<file path="src/rtl/unibus_dma_master.sv">
// Unibus NPR bus master: ARM loads address/cycle type/data, sets GO, block arbitrates and runs one DATI/DATIP/DATO/DATOB cycle.
// Optional DMAMASTER_AUTOINC_EN: address post-increments after each successful cycle.
module unibus_dma_master #(
    parameter int DESKEW  = 15,
    parameter int TIMEOUT = 1000
) (
    input  logic        CLOCK,
    input  logic        RESET,
    input  logic        armwrite,
    input  logic [1:0]  armraddr,
    input  logic [1:0]  armwaddr,
    input  logic [31:0] armwdata,
    output logic [31:0] armrdata,
    input  logic        init_in_h,
    input  logic        npg_in_h,
    input  logic        bbsy_in_h,
    input  logic        ssyn_in_h,
    input  logic [15:0] d_in_h,
    output logic        npr_out_h,
    output logic        sack_out_h,
    output logic        bbsy_out_h,
    output logic        msyn_out_h,
    output logic [17:0] a_out_h,
    output logic [1:0]  c_out_h,
    output logic [15:0] d_out_h
);

    localparam logic [2:0] S_IDLE = 3'd0;
    localparam logic [2:0] S_REQ  = 3'd1;
    localparam logic [2:0] S_SACK = 3'd2;
    localparam logic [2:0] S_ADDR = 3'd3;
    localparam logic [2:0] S_MSYN = 3'd4;
    localparam logic [2:0] S_REL  = 3'd5;

    localparam int CMAX = (TIMEOUT > DESKEW) ? TIMEOUT : DESKEW;
    localparam int CW   = $clog2(CMAX + 1);

    logic [2:0]    state;
    logic          busy;
    logic          timeout;
    logic [1:0]    ctl;
    logic [17:0]   addr;
    logic [15:0]   data;
    logic [CW-1:0] cnt;

    logic unused_wdata;
    assign unused_wdata = ^{armwdata[30], armwdata[27:18]};

    always_comb begin
        armrdata = 32'h0;
        case (armraddr)
            2'd0:    armrdata = 32'h444D1001;
            2'd1:    armrdata = {busy, timeout, ctl, 10'b0, addr};
            2'd2:    armrdata = {16'b0, data};
            default: armrdata = 32'h0;
        endcase
    end

    always_ff @(posedge CLOCK) begin
        if (RESET) begin
            state      <= S_IDLE;
            busy       <= 1'b0;
            timeout    <= 1'b0;
            ctl        <= 2'b00;
            addr       <= 18'h0;
            data       <= 16'h0;
            cnt        <= '0;
            npr_out_h  <= 1'b0;
            sack_out_h <= 1'b0;
            bbsy_out_h <= 1'b0;
            msyn_out_h <= 1'b0;
            a_out_h    <= 18'h0;
            c_out_h    <= 2'b00;
            d_out_h    <= 16'h0;
        end else if (init_in_h && state != S_IDLE) begin
            // Bus INIT aborts whatever cycle is in flight and flags it as failed
            state      <= S_IDLE;
            busy       <= 1'b0;
            timeout    <= 1'b1;
            cnt        <= '0;
            npr_out_h  <= 1'b0;
            sack_out_h <= 1'b0;
            bbsy_out_h <= 1'b0;
            msyn_out_h <= 1'b0;
            a_out_h    <= 18'h0;
            c_out_h    <= 2'b00;
            d_out_h    <= 16'h0;
        end else begin
            // Saturating so a stalled state can never alias a short count
            if (cnt != '1)
                cnt <= cnt + CW'(1);

            case (state)
                S_IDLE: begin
                    if (armwrite) begin
                        if (armwaddr == 2'd1) begin
                            addr <= armwdata[17:0];
                            ctl  <= armwdata[29:28];
                            if (armwdata[31]) begin
                                timeout   <= 1'b0;
                                busy      <= 1'b1;
                                npr_out_h <= 1'b1;
                                cnt       <= '0;
                                state     <= S_REQ;
                            end
                        end else if (armwaddr == 2'd2) begin
                            data <= armwdata[15:0];
                        end
                    end
                end

                S_REQ: begin
                    if (npg_in_h) begin
                        npr_out_h  <= 1'b0;
                        sack_out_h <= 1'b1;
                        cnt        <= '0;
                        state      <= S_SACK;
                    end
                end

                S_SACK: begin
                    // Previous master must have fully let go before we take the bus
                    if (!npg_in_h && !bbsy_in_h && !ssyn_in_h) begin
                        sack_out_h <= 1'b0;
                        bbsy_out_h <= 1'b1;
                        a_out_h    <= addr;
                        c_out_h    <= ctl;
                        d_out_h    <= ctl[1] ? data : 16'h0;
                        cnt        <= '0;
                        state      <= S_ADDR;
                    end
                end

                S_ADDR: begin
                    if (cnt == CW'(DESKEW - 1)) begin
                        msyn_out_h <= 1'b1;
                        cnt        <= '0;
                        state      <= S_MSYN;
                    end
                end

                S_MSYN: begin
                    if (ssyn_in_h) begin
                        if (!ctl[1])
                            data <= d_in_h;
                        msyn_out_h <= 1'b0;
                        d_out_h    <= 16'h0;
                        cnt        <= '0;
                        state      <= S_REL;
                    end else if (cnt == CW'(TIMEOUT - 1)) begin
                        timeout    <= 1'b1;
                        msyn_out_h <= 1'b0;
                        d_out_h    <= 16'h0;
                        cnt        <= '0;
                        state      <= S_REL;
                    end
                end

                S_REL: begin
                    // After a timeout there is no slave handshake to wait out
                    if (timeout || !ssyn_in_h) begin
                        bbsy_out_h <= 1'b0;
                        a_out_h    <= 18'h0;
                        c_out_h    <= 2'b00;
                        busy       <= 1'b0;
                        cnt        <= '0;
                        state      <= S_IDLE;
`ifdef DMAMASTER_AUTOINC_EN
                        if (!timeout)
                            addr <= addr + ((ctl == 2'b11) ? 18'd1 : 18'd2);
`endif
                    end
                end

                default: begin
                    state <= S_IDLE;
                    cnt   <= '0;
                end
            endcase
        end
    end

endmodule

</file>
<file path="config.mk">
export PLATFORM = sky130hd
export DESIGN_NAME = unibus_dma_master
export DESIGN_NICKNAME = d
export VERILOG_FILES = /design/src/rtl/unibus_dma_master.sv
export SDC_FILE = /design/constraint.sdc
export NUM_CORES = 1
export LEC_CHECK = 0
export BUFFER_PORTS_ARGS = -buffer_cell sky130_fd_sc_hd__buf_2
export CAP_MARGIN = 25
export CORE_ASPECT_RATIO = 1.75
export CORE_MARGIN = 2
export CORE_UTILIZATION = 40
export DETAILED_ROUTE_END_ITERATION = 8
export PLACE_DENSITY = 0.7
export SLEW_MARGIN = 40
export SYNTH_ARGS = -nofsm -noshare
export SYNTH_HDL_FRONTEND = slang
export SYNTH_SLANG_ARGS = --single-unit
</file>
<file path="constraint.sdc">
create_clock -name CLOCK -period 2.6 [get_ports CLOCK]
set_input_delay 0 -clock CLOCK [delete_from_list [all_inputs] [get_ports CLOCK]]
set_output_delay 0 -clock CLOCK [all_outputs]
set_load 0.01 [all_outputs]
</file>
==> results of run 1 <==
==> worst min-delay path, cell delays in order <==
cell and delay [ns]:
buf_2 0.12, o21ai_0 0.09, a21oi_1 0.12
==> cells in the final DEF, fill, tap and decap left out, types with 10 or more instances in the layout <==
| master | instances |
|---|---|
| o21ai_1 | 10 |
| dfxtp_1 | 91 |
| nand3_1 | 22 |
| nand2_1 | 96 |
| a21oi_1 | 30 |
| buf_2 | 113 |
| nor2_1 | 57 |
| o21ai_0 | 11 |
| a311oi_1 | 16 |
| a22o_1 | 14 |
| buf_4 | 11 |
| dlygate4sd3_1 | 38 |
| a22oi_1 | 20 |
==> per-layer routing <==
layer	vias to the layer above	global-route usage [%]	wire length [µm]
li1	1974	-	-
met1	1912	24.5	4620
met2	149	41.4	6530
met3	30	5.05	622
met4	0	10.6	463
met5	-	0	0
==> how the worst min path moves through the flow <==
stage | to | depth (start not counted) | slack, ns
floorplan | armrdata[16] | 1 | 0.04
global placement | ctl[0]$_SDFFE_PP0P_ | 3 | 0.24
detailed placement | ctl[1]$_SDFFE_PP0P_ | 3 | 0.25
CTS | timeout$_SDFFE_PP0P_ | 3 | 0.03
global route | timeout$_SDFFE_PP0P_ | 3 | 0.08
finish | timeout$_SDFFE_PP0P_ | 3 | 0.03
==> kinds of logic after synthesis <==
family | share of synthesized area [%]
buffers and inverters | 6.55
adder cells (fa/ha/maj) | 0.630
XOR/XNOR | 1.54
AND/OR/NAND/NOR | 24.1
multiplexers | 0.252
flip-flops | 45.8
AO/OA/AOI/OAI | 21.0
other | 0.0944
==> registers in the layout, summed over array words and instances (netlist names) <==
name        count
busy            1
sack_out_h      1
a_out_h        18
npr_out_h       1
d_out_h        16
cnt            10
bbsy_out_h      1
timeout         1
c_out_h         2
state           3
data           16
msyn_out_h      1
addr           18
ctl             2
==> layout make-up <==
type / count / area (µm²)
Tap cell: 125 / 156
Fill cell: 877 / 4430
Multi-Input combinational cell: 354 / 1920
Inverter: 6 / 22.5
Timing Repair Buffer: 163 / 1040
Clock buffer: 9 / 225
Clock inverter: 7 / 164
Sequential cell: 91 / 1820
==> through the flow <==
step                      cell area, µm²  hold slack [ns]  util (%)  total power (W)  setup slack (ns)
after global placement              4580            0.242      46.7          0.00238             0.612
final                               5360           0.0313      54.7          0.00412             0.140
after detailed placement            4580            0.251      46.7          0.00240             0.559
after CTS                           5350           0.0280      54.6          0.00412            0.0675
after global routing                5360           0.0769      54.7          0.00429            0.0104
after floorplan                     3990           0.0441         -          0.00218             0.777
==> power breakdown <==
part	switching, W	internal, W
Sequential	0.000146	0.00152
Clock	0.000548	0.00113
Combinational	0.000458	0.000317
==> timing repair <==
item,in CTS,in global routing
hold endpoints to repair,37,0
hold buffers,38,0
gates resized for setup,0,3
setup endpoints to repair,0,1
==> results.cfg, run 1 <==
[placement]
dp_hpwl_um = 8380
io_buffers = 113
dp_cells = 701
place_congestion = 0.846

[job]
cap_violations = 0

[layout]
area_growth_pct = 34.8
drive_gt1_share_pct = 23.3
nets = 686
fin_cells = 755
antenna_cells = 0

[detailed_routing]
drt_iter0_drc = 268
wl_per_cell_um = 16.2
antenna_left = 0
wl_um = 12200
via_per_inst = 5.38
vias = 4065
first_pass_iters = 4
remaining_drc_errors = 0

[critical_path]
critPathMaxFanout = 32
r2r_start = state[2]$_SDFFE_PP0P_
slowest_delay_ns = 0.59
worstPathRequired_ns = 2.88
r2r_slack_ns = 0.14
crit_path_start_kind = flop
cp_slowest_cell = dlygate4sd3_1
cp.buffers_inverters = 2
cp-endpoint = data[4]$_SDFFE_PP0P_
critical_path_class = flop to flop
crit_chain = or3_4 -> nor3b_1 -> o211a_1 -> buf_8 -> nor2_1 -> a311oi_1 -> dlygate4sd3_1
cp.arrival_ns = 2.74
cp_num_cells = 7
cp-startpoint = state[2]$_SDFFE_PP0P_
crit_family = buffers and inverters
r2r-end = data[4]$_SDFFE_PP0P_
end_kind = flop
reg2regPathDepth = 7

[floorplanning]
core_area_mm2 = 0.00979
floorplan.rows = 48
die_y_um = 136
dieWidth_um = 79.3
start_util_pct = 40.6
die_area_mm2 = 0.0108
io_pins = 131

[timing]
timing.slew.headroom_pct = 45.8
fin_setup_tns_ns = 0
rsz0062_at_grt = false
min_period_ns = 2.46
hold_violations = 0
finalMaxSlewViolations = 0
timing.final.crit_share_pct = 94.6
clock_skew_ns = 0.00517
max_freq_mhz = 406
setup_violations = 0
worst_pin_slew_ns = 0.813

[logic_synthesis]
synth_edf_count = 0
synthArstFlopShare_pct = 0
synth_commonest_cells = 96 x nand2_1, 91 x dfxtp_1, 57 x nor2_1
synth.area.top_cells = dfxtp_1 46%, nand2_1 9.1%, nor2_1 5.4%, a21oi_1 3.9%, a22oi_1 3.8%
synth_top_area_share_pct = 45.8
ys_seq_area_share_pct = 45.8
syn_avg_cell_area_um2 = 8.09
ys_types = 46
yosysWarnings = 0
synth.most_common_cell = nand2_1
netlist_area_mm2 = 0.00397
synth_top_cell_by_area = dfxtp_1
synth_flop_cell = dfxtp_1
synth_seq_cells = 91
synthCells = 491

[clock_tree]
cts.sinks = 91
cts_root_buffer = clkbuf_16
cts-buffers-inserted = 9
h-tree-depth = 3
clk_pin_slew_ns = 0.06
clk_latency_ns = 0.35
cts_setup_buffers = 0
cts_tree = built
cts.path.max_buffers = 2

[grt]
antenna_found_initial = 0
grt_pass1_vias = 3881
grt_use_total_pct = 22.7
grt_overflow = 0
grt_first_pass_wirelength_um = 19100
grt_max_degree = 40

[power_and_ir_drop]
ir_drop_v = 0.000479
power.density_mw_per_mm2 = 770
power.leakage_nw = 2.25

[min_path]
hold_class = input port to flop
min_from = init_in_h

[outcome]
status = completed
Note: power is estimated with default switching activity, not from simulation.
==> run 2: changes to the inputs <==
Settings changed: CORE_UTILIZATION 40 to 33, PLACE_DENSITY 0.7 to 0.6.
==> results.cfg, run 2 (synthesis results as in run 1) <==
[timing]
timing.slew.headroom_pct = 47.6
worst_pin_slew_ns = 0.785
min_period_ns = 2.11
clock_skew_ns = 0.00702
fin_setup_tns_ns = 0
finalMaxSlewViolations = 0
fin_hold_ws_ns = 0.0540
setup_violations = 0
max_freq_mhz = 474
hold_violations = 0
timing.final.crit_share_pct = 81.1
rsz0062_at_grt = false

[min_path]
hold_class = input port to flop
whs_path_depth = 3

[floorplanning]
core_area_mm2 = 0.0119
dieWidth_um = 87.0
start_util_pct = 33.5
die_area_mm2 = 0.0130
die_y_um = 149
io_pins = 131
floorplan.rows = 53

[grt]
grt_overflow = 0
grt_max_degree = 40
grt_first_pass_wirelength_um = 19300
grt_pass1_vias = 3882
antenna_found_initial = 0
grt_use_total_pct = 19.1

[clock_tree]
cts.sinks = 91
cts-buffers-inserted = 9
cts.path.max_buffers = 2
clk_pin_slew_ns = 0.06
cts_tree = built
cts_setup_buffers = 0
h-tree-depth = 3
clk_latency_ns = 0.34
cts_root_buffer = clkbuf_16
cts_hold_buffers = 37
cts.repair.resized = 0

[placement]
io_buffers = 113
place_congestion = 0.860
dp_hpwl_um = 8970

[detailed_routing]
via_per_inst = 5.27
wl_per_cell_um = 15.9
drt_iter0_drc = 219
vias = 4040
remaining_drc_errors = 0
first_pass_iters = 4
antenna_left = 0
wl_um = 12200

[layout]
drive_gt1_share_pct = 23.2
mostFrequentLayoutCells = 113 x buf_2, 96 x nand2_1, 91 x dfxtp_1
final_common_cell = buf_2
antenna_cells = 0
area_growth_pct = 33.7
nets = 685
top_regs = a_out_h (18), addr (18)

[critical_path]
slowest_delay_ns = 0.58
cp.buffers_inverters = 2
worstPathRequired_ns = 2.82
crit_chain = and3_1 -> buf_4 -> nor2_1 -> buf_4 -> a22oi_1 -> nor2_1
crit_family = simple AND/OR/NAND/NOR gates
critical_path_class = flop to flop
cp_slowest_cell = dfxtp_1
crit_path_start_kind = flop
end_kind = flop
cp.arrival_ns = 2.32
critPathMaxFanout = 20
cp_num_cells = 6
reg2regPathDepth = 6

[job]
cap_violations = 0

[power_and_ir_drop]
power.leakage_nw = 2.22
ir_drop_v = 0.000376
power.density_mw_per_mm2 = 742

[outcome]
status = completed
[run 2: path summary, 6_finish.rpt]
| path | slack (ns) | end | start |
|---|---|---|---|
| setup / recovery | 0.49 | a_out_h[12]$_SDFFE_PP0P_ | state[1]$_SDFFE_PP0P_ |
| hold / removal | 0.05 | timeout$_SDFFE_PP0P_ | init_in_h |
| setup reg to reg | 0.49 | a_out_h[12]$_SDFFE_PP0P_ | state[1]$_SDFFE_PP0P_ |
| hold reg to reg | 0.46 | d_out_h[11]$_SDFFE_PP0P_ | d_out_h[11]$_SDFFE_PP0P_ |
[run 2: worst register-to-register path, stage by stage, from the launching register on]
cell and delay (ns):
dfxtp_1 0.58, and3_1 0.56, buf_4 0.32, nor2_1 0.08, buf_4 0.21, a22oi_1 0.17
nor2_1 0.07
[run 2: final cells by class]
type / instances / area (µm²)
clock buffers: 10 / 239
clock inverters: 6 / 111
fillers: 1177 / 6560
inverters: 6 / 22.5
multi-input cells: 354 / 1920
flip-flops and latches: 91 / 1820
well taps: 137 / 171
repair buffers: 162 / 1030
[run 2: power by group]
part / total, W / internal, W / leakage, nW / switching (W)
combinational: 0.000749 / 0.000301 / 1.31 / 0.000448
sequential: 0.00167 / 0.00152 / 0.736 / 0.000150
clock: 0.00152 / 0.000967 / 0.169 / 0.000551
total: 0.00394 / 0.00279 / 2.22 / 0.00115
[run 2: routing by layer]
metal | GRT usage (%) | share of wire (%) | vias up
met5 | 0 | 0 | -
met4 | 10.4 | 3.6 | 0
met3 | 3.54 | 6.2 | 24
met2 | 32.9 | 51 | 159
met1 | 21.9 | 40 | 1876
li1 | - | - | 1981
[run 2: per-stage QoR]
step / setup WS (ns) / total power (W) / cell area (µm²) / util [%] / instances
floorplan: 0.777 / 0.00218 / 3990 / - / 496
CTS: 0.515 / 0.00396 / 5310 / 44.7 / 766
global route: 0.347 / 0.00414 / 5310 / 44.7 / 766
finish: 0.491 / 0.00394 / 5310 / 44.7 / 766
global placement: 0.559 / 0.00239 / 4590 / 38.7 / 713
detailed placement: 0.525 / 0.00240 / 4590 / 38.7 / 713
